$ cat config.mk
export PLATFORM = sky130hd
export DESIGN_NAME = msg_scroller_flat
export DESIGN_NICKNAME = d
export VERILOG_FILES = /design/src/rtl/msg_scroller_pkg.sv /design/src/rtl/msg_scroller_if.sv /design/src/rtl/msg_scroller_char_to_seg.sv /design/src/rtl/msg_scroller.sv /design/src/flat_wrapper.sv
export SDC_FILE = /design/constraint.sdc
export NUM_CORES = 1
export LEC_CHECK = 0
export ABC_AREA = 1
export ABC_CLOCK_PERIOD_IN_PS = 6800
export BUFFER_PORTS_ARGS = -buffer_cell sky130_fd_sc_hd__buf_2
export CAP_MARGIN = 20
export CORE_UTILIZATION = 35
export CTS_BUF_LIST = sky130_fd_sc_hd__clkbuf_16
export DETAILED_ROUTE_END_ITERATION = 6
export GPL_TIMING_DRIVEN = 0
export PLACE_DENSITY = 0.57
export SLEW_MARGIN = 15
export SYNTH_ARGS = -nofsm -noshare
export SYNTH_HDL_FRONTEND = slang
export SYNTH_HIERARCHICAL = 1
export SYNTH_SLANG_ARGS = --single-unit
$ cat constraint.sdc
create_clock -name clk -period 6.8 [get_ports clk]
set_input_delay 1.02 -clock clk [delete_from_list [all_inputs] [get_ports clk]]
set_output_delay 1.02 -clock clk [all_outputs]
set_load 0.03 [all_outputs]
$ cat src/rtl/msg_scroller_pkg.sv
// msg_scroller_pkg: shared types and constants for the message scroller.
// Holds the controller state enum, the 5-bit character code type, the
// blank segment pattern and the named character codes.
package msg_scroller_pkg;

    typedef enum logic [1:0] {
        ST_EMPTY,
        ST_LOAD,
        ST_SHOW,
        ST_PAUSED
    } state_t;

    typedef logic [4:0] char_t;

    localparam logic [6:0] SEG_BLANK = 7'h7F;
    localparam char_t      CH_BLANK  = 5'd16;
    localparam char_t      CH_DASH   = 5'd17;
    localparam int         NUM_POS   = 10;

endpackage

$ cat src/rtl/msg_scroller_if.sv
// msg_scroller_if: character write port of the message scroller.
// The master presents a character with valid/last; the slave answers with
// ready, and a character moves on any edge where valid and ready are high.
interface msg_scroller_if;
    import msg_scroller_pkg::*;

    logic  wr_valid;
    logic  wr_ready;
    char_t wr_char;
    logic  wr_last;

    modport master (
        output wr_valid,
        output wr_char,
        output wr_last,
        input  wr_ready
    );

    modport slave (
        input  wr_valid,
        input  wr_char,
        input  wr_last,
        output wr_ready
    );

endinterface

$ cat src/rtl/msg_scroller_char_to_seg.sv
// char_to_seg: combinational decoder from a 5-bit character code to an
// active-low seven-segment glyph, bit order {g,f,e,d,c,b,a}.
// Codes 0-15 are hex digits, 17 is a dash, everything else is blank.
module char_to_seg
    import msg_scroller_pkg::*;
(
    input  char_t      code,
    output logic [6:0] seg
);

    // Glyph lookup; unlisted codes fall through to blank
    always_comb begin
        seg = SEG_BLANK;
        case (code)
            5'd0:    seg = 7'b1000000;
            5'd1:    seg = 7'b1111001;
            5'd2:    seg = 7'b0100100;
            5'd3:    seg = 7'b0110000;
            5'd4:    seg = 7'b0011001;
            5'd5:    seg = 7'b0010010;
            5'd6:    seg = 7'b0000010;
            5'd7:    seg = 7'b1111000;
            5'd8:    seg = 7'b0000000;
            5'd9:    seg = 7'b0010000;
            5'd10:   seg = 7'b0001000;
            5'd11:   seg = 7'b0000011;
            5'd12:   seg = 7'b1000110;
            5'd13:   seg = 7'b0100001;
            5'd14:   seg = 7'b0000110;
            5'd15:   seg = 7'b0001110;
            CH_DASH: seg = 7'b0111111;
            default: seg = SEG_BLANK;
        endcase
    end

endmodule

$ cat src/rtl/msg_scroller.sv
// msg_scroller: stores a message of character codes written over a
// valid/ready port and scrolls it across ten registered active-low
// seven-segment positions, one step every TICK_DIV clocks, wrapping around.
// Messages of ten characters or fewer are shown statically, left aligned.
// Optional feature: define MSG_SCROLLER_GAP_EN to insert one blank position
// between the last and first character when a long message wraps.
module msg_scroller
    import msg_scroller_pkg::*;
#(
    parameter int MSG_DEPTH = 16,
    parameter int TICK_DIV  = 12_500_000
) (
    input  logic          clk,
    input  logic          reset,
    input  logic          clear,
    input  logic          pause,
    output logic          busy,
    msg_scroller_if.slave wr,
    output logic [6:0]    seg_first_1,
    output logic [6:0]    seg_first_2,
    output logic [6:0]    seg_second_1,
    output logic [6:0]    seg_second_2,
    output logic [6:0]    seg_third_1,
    output logic [6:0]    seg_third_2,
    output logic [6:0]    seg_fourth_1,
    output logic [6:0]    seg_fourth_2,
    output logic [6:0]    seg_fifth_1,
    output logic [6:0]    seg_fifth_2
);

    // len must also hold len+1 when the wrap gap is enabled
    localparam int ADDR_W = (MSG_DEPTH > 1) ? $clog2(MSG_DEPTH) : 1;
    localparam int LEN_W  = $clog2(MSG_DEPTH + 2);
    localparam int IDX_W  = LEN_W + 1;
    localparam int CNT_W  = (TICK_DIV > 1) ? $clog2(TICK_DIV) : 1;

`ifdef MSG_SCROLLER_GAP_EN
    localparam int GAP = 1;
`else
    localparam int GAP = 0;
`endif

    state_t           state;
    logic [LEN_W-1:0] wr_ptr;
    logic [LEN_W-1:0] len;
    logic [LEN_W-1:0] p;
    logic [LEN_W-1:0] span;
    logic [CNT_W-1:0] tick;
    logic             wr_ready_q;
    logic             busy_q;
    char_t            msg_buf [MSG_DEPTH];

    logic             accept;
    logic             load_done;
    logic             tick_tc;
    logic             scrolling;
    logic             showing;

    logic [IDX_W-1:0] pos_idx  [NUM_POS];
    char_t            pos_char [NUM_POS];
    logic [6:0]       seg_dec  [NUM_POS];
    logic [6:0]       seg_q    [NUM_POS];

    assign accept    = wr.wr_valid && wr_ready_q;
    assign load_done = wr.wr_last || (wr_ptr == LEN_W'(MSG_DEPTH - 1));
    assign tick_tc   = (tick == CNT_W'(TICK_DIV - 1));
    assign scrolling = (int'(len) > NUM_POS);
    assign span      = len + LEN_W'(GAP);
    assign showing   = (state == ST_SHOW) || (state == ST_PAUSED);

    assign wr.wr_ready = wr_ready_q;
    assign busy        = busy_q;

    // Controller: loading, scroll timing, pause and clear, with registered ready/busy
    always_ff @(posedge clk or posedge reset) begin
        if (reset) begin
            state      <= ST_EMPTY;
            wr_ptr     <= '0;
            len        <= '0;
            p          <= '0;
            tick       <= '0;
            wr_ready_q <= 1'b1;
            busy_q     <= 1'b0;
        end else if (clear) begin
            state      <= ST_EMPTY;
            wr_ptr     <= '0;
            len        <= '0;
            p          <= '0;
            tick       <= '0;
            wr_ready_q <= 1'b1;
            busy_q     <= 1'b0;
        end else begin
            case (state)
                ST_EMPTY, ST_LOAD: begin
                    if (accept) begin
                        wr_ptr <= wr_ptr + 1'b1;
                        if (load_done) begin
                            len        <= wr_ptr + 1'b1;
                            p          <= '0;
                            tick       <= '0;
                            state      <= ST_SHOW;
                            wr_ready_q <= 1'b0;
                            busy_q     <= 1'b1;
                        end else begin
                            state <= ST_LOAD;
                        end
                    end
                end
                ST_SHOW, ST_PAUSED: begin
                    if (pause) begin
                        state <= ST_PAUSED;
                    end else begin
                        state <= ST_SHOW;
                        if (tick_tc) begin
                            tick <= '0;
                            if (scrolling) begin
                                p <= (p == span - 1'b1) ? '0 : p + 1'b1;
                            end
                        end else begin
                            tick <= tick + 1'b1;
                        end
                    end
                end
                default: begin
                    state      <= ST_EMPTY;
                    wr_ready_q <= 1'b1;
                    busy_q     <= 1'b0;
                end
            endcase
        end
    end

    // Message storage; only written while the port is ready, so a shown message is never touched
    always_ff @(posedge clk) begin
        if (!clear && accept) begin
            msg_buf[wr_ptr[ADDR_W-1:0]] <= wr.wr_char;
        end
    end

    // Pick the character for each display position from the scroll pointer and length
    always_comb begin
        for (int k = 0; k < NUM_POS; k++) begin
            pos_idx[k] = IDX_W'(p) + IDX_W'(k);
            if (pos_idx[k] >= IDX_W'(span)) begin
                pos_idx[k] = pos_idx[k] - IDX_W'(span);
            end
            pos_char[k] = CH_BLANK;
            if (showing) begin
                if (scrolling) begin
                    if (pos_idx[k] < IDX_W'(len)) begin
                        pos_char[k] = msg_buf[pos_idx[k][ADDR_W-1:0]];
                    end
                end else if (k < int'(len)) begin
                    pos_char[k] = msg_buf[ADDR_W'(k)];
                end
            end
        end
    end

    for (genvar g = 0; g < NUM_POS; g++) begin : g_dec
        char_to_seg u_dec (
            .code (pos_char[g]),
            .seg  (seg_dec[g])
        );
    end

    // All ten positions are captured on the same edge so the display never tears
    always_ff @(posedge clk or posedge reset) begin
        if (reset) begin
            for (int k = 0; k < NUM_POS; k++) begin
                seg_q[k] <= SEG_BLANK;
            end
        end else begin
            for (int k = 0; k < NUM_POS; k++) begin
                seg_q[k] <= seg_dec[k];
            end
        end
    end

    assign seg_first_1  = seg_q[0];
    assign seg_first_2  = seg_q[1];
    assign seg_second_1 = seg_q[2];
    assign seg_second_2 = seg_q[3];
    assign seg_third_1  = seg_q[4];
    assign seg_third_2  = seg_q[5];
    assign seg_fourth_1 = seg_q[6];
    assign seg_fourth_2 = seg_q[7];
    assign seg_fifth_1  = seg_q[8];
    assign seg_fifth_2  = seg_q[9];

endmodule

$ cat src/flat_wrapper.sv
// flat-port wrapper written by rule: the top's interface ports become plain ports
module msg_scroller_flat import msg_scroller_pkg::*;
#(
    parameter int MSG_DEPTH = 16,
    parameter int TICK_DIV  = 12_500_000
)
  (clk, reset, clear, pause, busy, seg_first_1, seg_first_2, seg_second_1, seg_second_2, seg_third_1, seg_third_2, seg_fourth_1, seg_fourth_2, seg_fifth_1, seg_fifth_2, wr_wr_valid, wr_wr_char, wr_wr_last, wr_wr_ready);
  msg_scroller_if wr_i ();
  input  logic clk;
  input  logic reset;
  input  logic clear;
  input  logic pause;
  output logic busy;
  output logic [6:0] seg_first_1;
  output logic [6:0] seg_first_2;
  output logic [6:0] seg_second_1;
  output logic [6:0] seg_second_2;
  output logic [6:0] seg_third_1;
  output logic [6:0] seg_third_2;
  output logic [6:0] seg_fourth_1;
  output logic [6:0] seg_fourth_2;
  output logic [6:0] seg_fifth_1;
  output logic [6:0] seg_fifth_2;
  input wire logic [$bits(wr_i.wr_valid)-1:0] wr_wr_valid;
  input wire logic [$bits(wr_i.wr_char)-1:0] wr_wr_char;
  input wire logic [$bits(wr_i.wr_last)-1:0] wr_wr_last;
  output wire logic [$bits(wr_i.wr_ready)-1:0] wr_wr_ready;
  assign wr_i.wr_valid = wr_wr_valid;
  assign wr_i.wr_char = wr_wr_char;
  assign wr_i.wr_last = wr_wr_last;
  assign wr_wr_ready = wr_i.wr_ready;
  msg_scroller #(.MSG_DEPTH(MSG_DEPTH), .TICK_DIV(TICK_DIV)) u_core (.clk(clk), .reset(reset), .clear(clear), .pause(pause), .busy(busy), .wr(wr_i), .seg_first_1(seg_first_1), .seg_first_2(seg_first_2), .seg_second_1(seg_second_1), .seg_second_2(seg_second_2), .seg_third_1(seg_third_1), .seg_third_2(seg_third_2), .seg_fourth_1(seg_fourth_1), .seg_fourth_2(seg_fourth_2), .seg_fifth_1(seg_fifth_1), .seg_fifth_2(seg_fifth_2));
endmodule
==> flow_metrics.py <==
metrics = {
    "outcome": {
        "outcome": "finished with violations",
        "violations": "DRC",
    },
    "global_routing": {
        "grt_max_degree": 75,
        "grt_pass1_vias": 25200,
        "antenna_found_initial": 6,
        "grt_usage_pct": 34.9,
        "grt_pass1_wl_um": 169000,
        "grt_remaining_overflow": 0,
    },
    "worst_setup_path": {
        "arrival_ns": 6.94,
        "start_kind": "flip-flop",
        "slowest_delay_ns": 0.52,
        "worst_setup_path_end_kind": "flip-flop",
        "critical_path_class": "reg -> reg",
        "crit_fanout": 11,
        "cpMaxStageDelayCell": "dfrtp_2",
        "crit_required_ns": 7.20,
        "crit_path_cell_trace": "inv_2 -> buf_2 -> ha_1 -> inv_1 -> fa_1 -> nand2_1 -> nand2_1 -> nand2_1 -> nand2_1 -> nand2_4 -> buf_6 -> o21ai_2 -> inv_1 -> ha_1 -> a21oi_1 -> o211ai_1 -> a21oi_2 -> nand3_1 -> a21oi_1 -> inv_1 -> ha_1 -> nand2_1 -> nand3_1 -> nand3_1",
        "crit_top_cell": "nand2_1",
        "path_delay_family": "buffers and inverters",
        "cp_num_buf_inv": 6,
    },
    "timing": {
        "worstMarginPinSlew_ns": 1.41,
        "holdWs_ns": 0.475,
        "rsz0062_at_grt": "false",
        "max_slew_margin_pct": 5.70,
        "hold_viol": 0,
        "slew_viol_final": 0,
        "setup_viol": 0,
        "fmax_ghz": 0.153,
        "layout_min_cycle_time_ns": 6.53,
        "fin_skew_ns": 0.0337,
        "setup_ws_ns": 0.267,
        "fin_crit_sh_pct": 96.1,
    },
    "drt": {
        "vias": 27500,
        "dr.first_iter.drc_count": 4216,
        "via_per_inst": 5.93,
        "drt-total-wl_um": 117000,
        "drc_errors": 3,
        "ant_nets": 0,
        "met2WireLength_um": 45300,
        "top_layer_used": "met5",
        "routedWlPerCell_um": 25.2,
        "dr.pass1.iters": 7,
        "wl_met3_um": 16700,
        "met1_length_um": 45200,
    },
    "power": {
        "power_mw": 7.86,
        "swShare_pct": 56.5,
        "clockPowerShare_pct": 13.4,
        "p_int_mw": 3.42,
        "switchingPower_mw": 4.44,
        "comb_power_share_pct": 70.4,
        "pwr-share-seq_pct": 16.2,
        "p_leak_nw": 11.2,
        "ir_drop_mv": 0.214,
        "power_density_mw_per_mm2": 312,
    },
    "synth": {
        "ys_async_sr_fraction_pct": 58.3,
        "yosys-top-cells-area": "nand3_1 (23%), nand2_1 (18%), edfxtp_1 (11%)",
        "avgSynthCellArea_sq_um": 6.23,
        "synth_area_leader_cell": "nand3_1",
        "syn_area_sq_mm": 0.0227,
        "ys_seq_elements": 192,
        "synth_edf_count": 80,
        "syn_nets": 3826,
        "synth_top_area_share_pct": 23.0,
        "seq_area_frac_synth_pct": 23.3,
        "synth_cell_type_count": 48,
        "ys.warnings.count": 6,
        "syn_inst": 3646,
        "ys.flop_type": "edfxtp_1",
    },
    "clocking": {
        "postCtsHoldBufs": 0,
        "htreeDepth": 4,
        "clockBufferDepth": 2,
        "cts_sinks": 192,
        "clockRootBuffer": "clkbuf_16",
        "numCtsBuffers": 17,
        "cts_tree": "done",
        "cts.clk_slew.worst_paths_ns": 0.09,
        "clock_latency_ns": 0.50,
    },
    "placement": {
        "gp_congestion": 1.07,
        "hpwl_um": 81400,
        "dp_slack_ns": -0.101,
        "io_buffer_count": 82,
        "postPlaceCellArea_sq_mm": 0.0245,
    },
    "layout": {
        "fillers": 6979,
        "area_growth_pct": 10.9,
        "stdcell_area_sq_mm": 0.0252,
        "num-nets-final": 3953,
        "mostFrequentLayoutCells": "nand2_1 (1,114), nand3_1 (1,043), inv_1 (227)",
        "layout_commonest_cell": "nand2_1",
        "drive_above_1_share_pct": 13.1,
    },
    "job": {
        "maxCapViolations": 0,
    },
    "die": {
        "core-area_sq_mm": 0.0635,
        "initial_utilization_pct": 35.7,
        "die_w_um": 257,
        "die_area_sq_mm": 0.0659,
        "rows": 92,
        "fp.dieH_um": 257,
        "io_pins": 83,
    },
    "hold_path": {
        "hold_path_class": "reg -> reg",
    },
}
worst min-delay path, stage by stage (launching register included):
cell and delay [ns]:
dfstp_2 0.38, nand2_1 0.06, nand2_1 0.04
repair_timing:
action                     in CTS  in global routing
cloned                          0                  0
setup endpoints to repair       7                 38
buffers inserted                0                  4
gates resized for setup         1                  9
final cells by class:
class | instances | area [sq um] | area share [%]
Inverter | 280 | 1060 | 4.22
Timing Repair Buffer | 108 | 754 | 3.00
Clock inverter | 15 | 176 | 0.701
Buffer | 252 | 1310 | 5.21
Sequential cell | 192 | 5300 | 21.0
Antenna cell | 3 | 7.51 | 0.0298
Clock buffer | 17 | 425 | 1.69
Multi-Input combinational cell | 2922 | 15100 | 59.9
Tap cell | 846 | 1060 | 4.20
power groups by stage:
stage                     clock network [mW]  logic [mW]  registers, mW
after floorplan                            0        3.68           1.30
after global placement                     0        5.22           1.29
after detailed placement                   0        5.23           1.29
after CTS                               1.09        5.25           1.27
after global routing                    1.12        5.96           1.27
final                                   1.05        5.53           1.27
cells in the mapped netlist (30+ instances only):
cell type,count
dfstp_2,71
clkbuf_1,106
o21ai_0,84
inv_2,30
inv_1,233
ha_1,164
buf_2,98
a21oi_1,115
nor2_1,91
o211ai_1,53
edfxtp_1,80
nand2_1,1114
dfrtp_1,41
o21ai_1,49
nand3_1,1043
per-stage QoR:
| stage | cells | util [%] | setup TNS (ns) |
|---|---|---|---|
| floorplan | 3646 | - | 0 |
| global placement | 4574 | 38.0 | -0.589 |
| detailed placement | 4593 | 38.5 | -0.406 |
| CTS | 4625 | 39.4 | 0 |
| global route | 4632 | 39.6 | 0 |
| finish | 4635 | 39.6 | 0 |
state kept, by name (all words and copies together), names as in the netlist, 5 cells and up:
register,cells
u_core/seg_fourth_2,7
u_core/seg_third_2,7
u_core/msg_buf,80
u_core/seg_second_2,7
u_core/seg_fourth_1,7
u_core/seg_second_1,7
u_core/seg_third_1,7
u_core/p,5
u_core/len,5
u_core/tick,24
u_core/seg_fifth_1,7
u_core/seg_fifth_2,7
u_core/seg_first_1,7
u_core/seg_first_2,7
u_core/wr_ptr,5
metal layers:
layer,vias up,GRT usage [%]
met5,-,0
met4,8,23.9
met3,538,13.8
met2,1873,48.2
met1,12600,44.3
li1,12500,-
worst paths after layout:
kind / slack, ns / cells past startpoint / to / from
worst max-delay path: 0.27 / 24 / u_core/seg_first_2[3] / u_core/p[0]
worst min-delay path: 0.48 / 2 / u_core/wr.wr_ready / u_core/wr.wr_ready
worst max register to register: 0.27 / 24 / u_core/seg_first_2[3] / u_core/p[0]
worst min register to register: 0.48 / 2 / u_core/wr.wr_ready / u_core/wr.wr_ready
max in group asynchronous: 5.53 / 3 / u_core/p[1] / reset
min in group asynchronous: 0.79 / 2 / u_core/seg_first_2[5] / reset
kinds of logic (layout without fill, tap and decap cells):
family                     count (synthesis)  in the layout  synth area share [%]
and+or+nand+nor                         2352           2352                  45.9
other                                      0              3                     0
DFF                                      192            192                  23.3
xor gates and xnor gates                  41             41                  1.58
AOI/OAI and AO/OA                        360            360                  9.33
adders and majority gates                169            169                  9.48
buffers and inverters                    532            672                  10.3
Power figures use the tool's default switching activity.
